## src/rtl/dcache_port_arbiter.sv

```systemverilog
// dcache_port_arbiter: two-master arbiter (CPU port m0, store-buffer drain m1)
// in front of a single dcache data port.
//   - clk / resetn          : single clock, synchronous active-low reset
//   - m0_*                  : CPU request payload in, addr_ok/data_ok/rdata out
//   - m1_*                  : store-buffer word-write drain in, addr_ok/data_ok out
//   - dcache_data_*         : muxed request out, handshake/response in
// A winner that is not accepted is held (HOLD0/HOLD1) until it is accepted
// or withdraws. An order FIFO of owner IDs routes in-order responses back.
// Optional feature: define ARB_LOAD_FIRST_EN to favour m0 over m1 unless
// m1_full is set or m1 is starved; otherwise arbitration is round-robin.
module dcache_port_arbiter #(
  parameter int unsigned OST_DEPTH  = 4,
  parameter int unsigned STARVE_LIM = 8
) (
  input  logic        clk,
  input  logic        resetn,
  input  logic        m0_req,
  input  logic        m0_wr,
  input  logic [1:0]  m0_size,
  input  logic [31:0] m0_addr,
  input  logic [31:0] m0_wdata,
  input  logic [3:0]  m0_wstrb,
  output logic        m0_addr_ok,
  output logic        m0_data_ok,
  output logic [31:0] m0_rdata,
  input  logic        m1_req,
  input  logic [31:0] m1_addr,
  input  logic [31:0] m1_wdata,
  input  logic [3:0]  m1_wstrb,
  input  logic        m1_full,
  output logic        m1_addr_ok,
  output logic        m1_data_ok,
  output logic        dcache_data_req,
  output logic        dcache_data_wr,
  output logic [1:0]  dcache_data_size,
  output logic [31:0] dcache_data_addr,
  output logic [31:0] dcache_data_wdata,
  output logic [3:0]  dcache_data_wstrb,
  input  logic [31:0] dcache_data_rdata,
  input  logic        dcache_data_addr_ok,
  input  logic        dcache_data_data_ok
);

  localparam int unsigned PW = (OST_DEPTH > 1) ? $clog2(OST_DEPTH) : 1;
  localparam int unsigned CW = PW + 1;
  localparam int unsigned SW = $clog2(STARVE_LIM + 1);

  typedef enum logic [1:0] {S_IDLE, S_HOLD0, S_HOLD1} state_t;

  state_t               r_state;
  state_t               w_state_nxt;
  logic [OST_DEPTH-1:0] r_owner;
  logic [PW-1:0]        r_wptr;
  logic [PW-1:0]        r_rptr;
  logic [CW-1:0]        r_count;
  logic [SW-1:0]        r_starve;
  logic [SW-1:0]        w_starve_nxt;
  logic                 r_last;

  logic w_valid;
  logic w_sel;
  logic w_starved;
  logic w_pop;
  logic w_full;
  logic w_accept;
  logic w_head;

`ifndef ARB_LOAD_FIRST_EN
  // The store-buffer full hint only matters to the load-first policy.
  logic w_unused_full;
  assign w_unused_full = m1_full;
`endif

  assign w_starved = (r_starve == SW'(STARVE_LIM));
  assign w_full    = (r_count == CW'(OST_DEPTH));
  // Responses with nothing outstanding (e.g. after a reset) are dropped.
  assign w_pop     = resetn && dcache_data_data_ok && (r_count != '0);
  assign w_head    = r_owner[r_rptr];
  // A same-cycle pop frees a slot, so a full FIFO can still accept.
  assign dcache_data_req = resetn && w_valid && (!w_full || w_pop);
  assign w_accept  = dcache_data_req && dcache_data_addr_ok;

  assign m0_addr_ok = w_accept && !w_sel;
  assign m1_addr_ok = w_accept && w_sel;
  assign m0_data_ok = w_pop && !w_head;
  assign m1_data_ok = w_pop && w_head;
  assign m0_rdata   = dcache_data_rdata;

  // Payload mux; m1 is always a word write.
  assign dcache_data_wr    = w_sel ? 1'b1 : m0_wr;
  assign dcache_data_size  = w_sel ? 2'd2 : m0_size;
  assign dcache_data_addr  = w_sel ? m1_addr : m0_addr;
  assign dcache_data_wdata = w_sel ? m1_wdata : m0_wdata;
  assign dcache_data_wstrb = w_sel ? m1_wstrb : m0_wstrb;

  // Winner selection and next state.
  always_comb begin
    w_valid     = 1'b0;
    w_sel       = 1'b0;
    w_state_nxt = r_state;
    case (r_state)
      S_IDLE: begin
        if (m0_req && m1_req) begin
          w_valid = 1'b1;
`ifdef ARB_LOAD_FIRST_EN
          w_sel = m1_full || w_starved;
`else
          // r_last=1 means m1 won last, so m0 now has priority.
          w_sel = w_starved || !r_last;
`endif
        end else if (m0_req) begin
          w_valid = 1'b1;
        end else if (m1_req) begin
          w_valid = 1'b1;
          w_sel   = 1'b1;
        end
        if (w_valid && !w_accept) begin
          w_state_nxt = w_sel ? S_HOLD1 : S_HOLD0;
        end
      end
      S_HOLD0: begin
        w_valid = m0_req;
        if (w_accept || !m0_req) w_state_nxt = S_IDLE;
      end
      S_HOLD1: begin
        w_valid = m1_req;
        w_sel   = 1'b1;
        if (w_accept || !m1_req) w_state_nxt = S_IDLE;
      end
      default: w_state_nxt = S_IDLE;
    endcase
  end

  // Starvation counter: m1 waiting while not itself being held.
  always_comb begin
    w_starve_nxt = r_starve;
    if (m1_addr_ok) begin
      w_starve_nxt = '0;
    end else if (m1_req && (r_state != S_HOLD1) && !w_starved) begin
      w_starve_nxt = r_starve + SW'(1);
    end
  end

  // State, FIFO pointers, round-robin history.
  always_ff @(posedge clk) begin
    if (!resetn) begin
      r_state  <= S_IDLE;
      r_wptr   <= '0;
      r_rptr   <= '0;
      r_count  <= '0;
      r_starve <= '0;
      r_last   <= 1'b1;
    end else begin
      r_state  <= w_state_nxt;
      r_starve <= w_starve_nxt;
      if (w_accept) begin
        r_wptr <= r_wptr + PW'(1);
        r_last <= w_sel;
      end
      if (w_pop) r_rptr <= r_rptr + PW'(1);
      if (w_accept && !w_pop) begin
        r_count <= r_count + CW'(1);
      end else if (!w_accept && w_pop) begin
        r_count <= r_count - CW'(1);
      end
    end
  end

  // Owner ID storage; validity is tracked by the pointers alone.
  always_ff @(posedge clk) begin
    if (w_accept) r_owner[r_wptr] <= w_sel;
  end

endmodule
```

## config.mk

```make
export PLATFORM = sky130hd
export DESIGN_NAME = dcache_port_arbiter
export DESIGN_NICKNAME = d
export VERILOG_FILES = /design/src/rtl/dcache_port_arbiter.sv
export SDC_FILE = /design/constraint.sdc
export NUM_CORES = 1
export LEC_CHECK = 0
export ABC_AREA = 1
export CAP_MARGIN = 30
export CELL_PAD_IN_SITES_DETAIL_PLACEMENT = 2
export CELL_PAD_IN_SITES_GLOBAL_PLACEMENT = 2
export CORE_ASPECT_RATIO = 0.6
export CORE_MARGIN = 2
export CORE_UTILIZATION = 10
export CTS_BUF_LIST = sky130_fd_sc_hd__clkbuf_4 sky130_fd_sc_hd__clkbuf_8
export CTS_CLUSTER_DIAMETER = 40
export CTS_CLUSTER_SIZE = 28
export DETAILED_ROUTE_END_ITERATION = 8
export GPL_TIMING_DRIVEN = 0
export PLACE_DENSITY = 0.94
export SLEW_MARGIN = 20
export SYNTH_ARGS = -nofsm -noshare
export SYNTH_HDL_FRONTEND = slang
export SYNTH_SLANG_ARGS = --single-unit
export TNS_END_PERCENT = 30
```

## constraint.sdc

```tcl
create_clock -name clk -period 5.2 [get_ports clk]
set_input_delay 1.3 -clock clk [delete_from_list [all_inputs] [get_ports clk]]
set_output_delay 1.3 -clock clk [all_outputs]
set_load 0.005 [all_outputs]
```

==> results.py <==
metrics = {
    "outcome": {
        "status": "finished, final reports clean",
    },
    "global_route": {
        "grt_max_degree": 14,
        "antenna_found_initial": 0,
        "grt_first_pass_wirelength_um": 18600,
        "globalRouteOverflowTotal": 0,
        "grt_pass1_vias": 3556,
        "grt_usage_pct": 10.7,
    },
    "placement": {
        "gp_congestion": 0.746,
        "dp.cells": 914,
        "portBuffers": 252,
        "pre_cts_slack_ns": 0.255,
        "dp_hpwl_um": 11700,
    },
    "setup_path": {
        "r2r_cells": 11,
        "path_max_fanout": 10,
        "required_ns": 3.90,
        "end_kind": "output port",
        "crit_path_cell_trace": "clkdlybuf4s50_1 > nand2_1 > inv_1 > nand2_1 > nand2_1 > o21ai_2 > inv_2 > clkbuf_1 > nand2_1 > nand2_1 > clkdlybuf4s50_1",
        "critPathSlowestCell": "clkdlybuf4s50_1",
        "crit_type": "input port to output port",
        "arrival_ns": 3.62,
        "slowest_delay_ns": 0.52,
        "cp-start-kind": "input port",
        "crit_top_cell": "nand2_1",
    },
    "power": {
        "p_switching_uw": 277,
        "ir_drop_uv": 89.3,
        "leakage_uw": 0.00228,
        "swShare_pct": 34.5,
        "finalPower_uw": 804,
        "pwr-share-seq_pct": 20.4,
        "comb_power_share_pct": 66.7,
        "power.density_nw_per_um2": 160,
        "power.internal_uw": 527,
        "pwr-share-clk_pct": 12.9,
    },
    "clock_network": {
        "clkTransAtPathRegs_ns": 0.07,
        "postCtsSetupBuffers": 0,
        "root_buffer": "clkbuf_8",
        "cts-resized-gates": 0,
        "cts-htree-levels": 1,
        "clk_path_buf_depth": 2,
        "clock-sinks": 18,
        "cts_tree": "yes",
        "clock_latency_ns": 0.26,
        "hold_buffers": 0,
        "numCtsBuffers": 3,
    },
    "routing": {
        "drc": 0,
        "first_pass_iters": 4,
        "drt_iter0_markers": 59,
        "post_drt_via_cell_ratio": 3.64,
        "wl_per_cell_um": 14.3,
        "detail-route-antenna-nets": 0,
        "vias": 3338,
        "wl_um": 13100,
    },
    "timing": {
        "hold_slack_ns": 0.508,
        "fmax_mhz": 203,
        "post-route-period-util_pct": 94.7,
        "skew_ns": 0.00437,
        "worst_slew_pin_slew_ns": 0.639,
        "hold_viol": 0,
        "setup_slack_ns": 0.276,
        "slew_violations": 0,
        "setup_viol": 0,
        "slew_headroom_pct": 57.4,
        "rsz0062_at_grt": "no",
        "fin_crit_ns": 4.92,
        "finalSetupTns_ns": 0,
    },
    "yosys": {
        "syn_avg_cell_area_sq_um": 5.52,
        "yosysWarnings": 0,
        "ys_ff_latch": 18,
        "synth_fp_nets": 569,
        "synth_top_area_share_pct": 39.1,
        "synth_common_cells": "nand2_1 (220), buf_4 (39), inv_1 (26)",
        "synth_area_leaders": "nand2_1 (39%), buf_4 (14%), dfxtp_1 (13%)",
        "synth_flop_cell": "dfxtp_1",
        "synth_area_sq_um": 2110,
        "synth_edf_count": 4,
        "synth_top_area_cell": "nand2_1",
        "synth_most_common_cell": "nand2_1",
        "synthCells": 383,
        "ys_seq_area_share_pct": 18.9,
        "ys_types": 24,
        "async_reset_ff_share_pct": 0,
    },
    "floorplan": {
        "core_area_sq_um": 20900,
        "floorplan.die_area_sq_um": 22400,
        "ios": 286,
        "start_util_pct": 10.1,
        "num_rows": 41,
        "die_y_um": 117,
        "dieWidth_um": 192,
    },
    "cells_and_area": {
        "antenna_cells": 0,
        "area_growth_pct": 138,
        "fin_cells": 918,
        "drive_above_1_share_pct": 8.29,
        "final_nets": 826,
    },
    "hold_path": {
        "holdPathStages": 2,
        "min_path_type": "register to register",
    },
    "flow_run": {
        "drv_cap": 0,
    },
}
path summary, 6_finish.rpt:
kind                          endpoint  slack (ns)       start
hold / removal               r_rptr[1]        0.51   r_rptr[1]
setup / recovery  dcache_data_addr[29]        0.28      m0_req
setup reg to reg            r_count[2]        3.00  r_count[0]
hold reg to reg              r_rptr[1]        0.51   r_rptr[1]
routing by layer:
| metal | vias to the layer above | part of all wire, % | track usage (%) |
|---|---|---|---|
| met5 | - | 0 | 0 |
| met4 | 0 | 0.63 | 1.49 |
| met3 | 6 | 6.2 | 2.34 |
| met2 | 132 | 50 | 18.8 |
| met1 | 1567 | 44 | 13.7 |
| li1 | 1633 | - | - |
power groups by stage:
| stage | Combinational [uW] | Clock, uW | Sequential [uW] |
|---|---|---|---|
| after floorplan | 188 | 0 | 164 |
| after global routing | 589 | 117 | 166 |
| after CTS | 549 | 109 | 165 |
| final | 536 | 104 | 164 |
| after global placement | 526 | 0 | 167 |
| after detailed placement | 546 | 0 | 167 |
cells by family (layout without fill, tap and decap cells):
kind of cell	Yosys count	in the layout	share of synthesized area [%]
buf+inv	76	332	21.6
simple gates	255	255	47.4
fa+ha+maj	8	8	5.09
xor+xnor	3	3	1.24
flops	18	18	18.9
compound gates	23	23	5.68
area by class of cell:
type,count,area [sq um]
Sequential cell,18,400
Fill cell,2499,15800
Inverter,27,101
Tap cell,279,349
Multi-Input combinational cell,289,1260
Timing Repair Buffer,252,2520
Clock buffer,3,41.3
Buffer,49,355
Clock inverter,1,3.75
flip-flops by register name, indices dropped and copies added (netlist names):
| signal | count |
|---|---|
| r_rptr | 2 |
| r_owner | 4 |
| r_state | 2 |
| r_wptr | 2 |
| r_starve | 4 |
| r_last | 1 |
| r_count | 3 |
metrics by stage:
step                util, %  cell area [sq um]
floorplan                 -               2110
global placement       23.9               4980
detailed placement     23.9               4980
CTS                    24.1               5030
global route           24.1               5030
finish                 24.1               5030
cell usage in the layout, fill, tap and decap left out, drive strengths merged:
master         instances
a21oi                 11
o22ai                  1
nand3b                 2
and2                   1
o21ai                 11
nand3                  4
inv                   27
buf                   44
dfxtp                 14
fa                     1
edfxtp                 4
ha                     7
or2                    3
nor2                  21
clkinv                 1
xor2                   2
xnor2                  1
clkbuf                 8
nand4                  4
nand2                220
clkdlybuf4s50        252
critical path, delay by kind of cell:
kind            cells  cell delay, ns
compound gates      1            0.09
buf+inv             5            1.75
simple gates        5            0.47
Power figures use the tool's default switching activity.
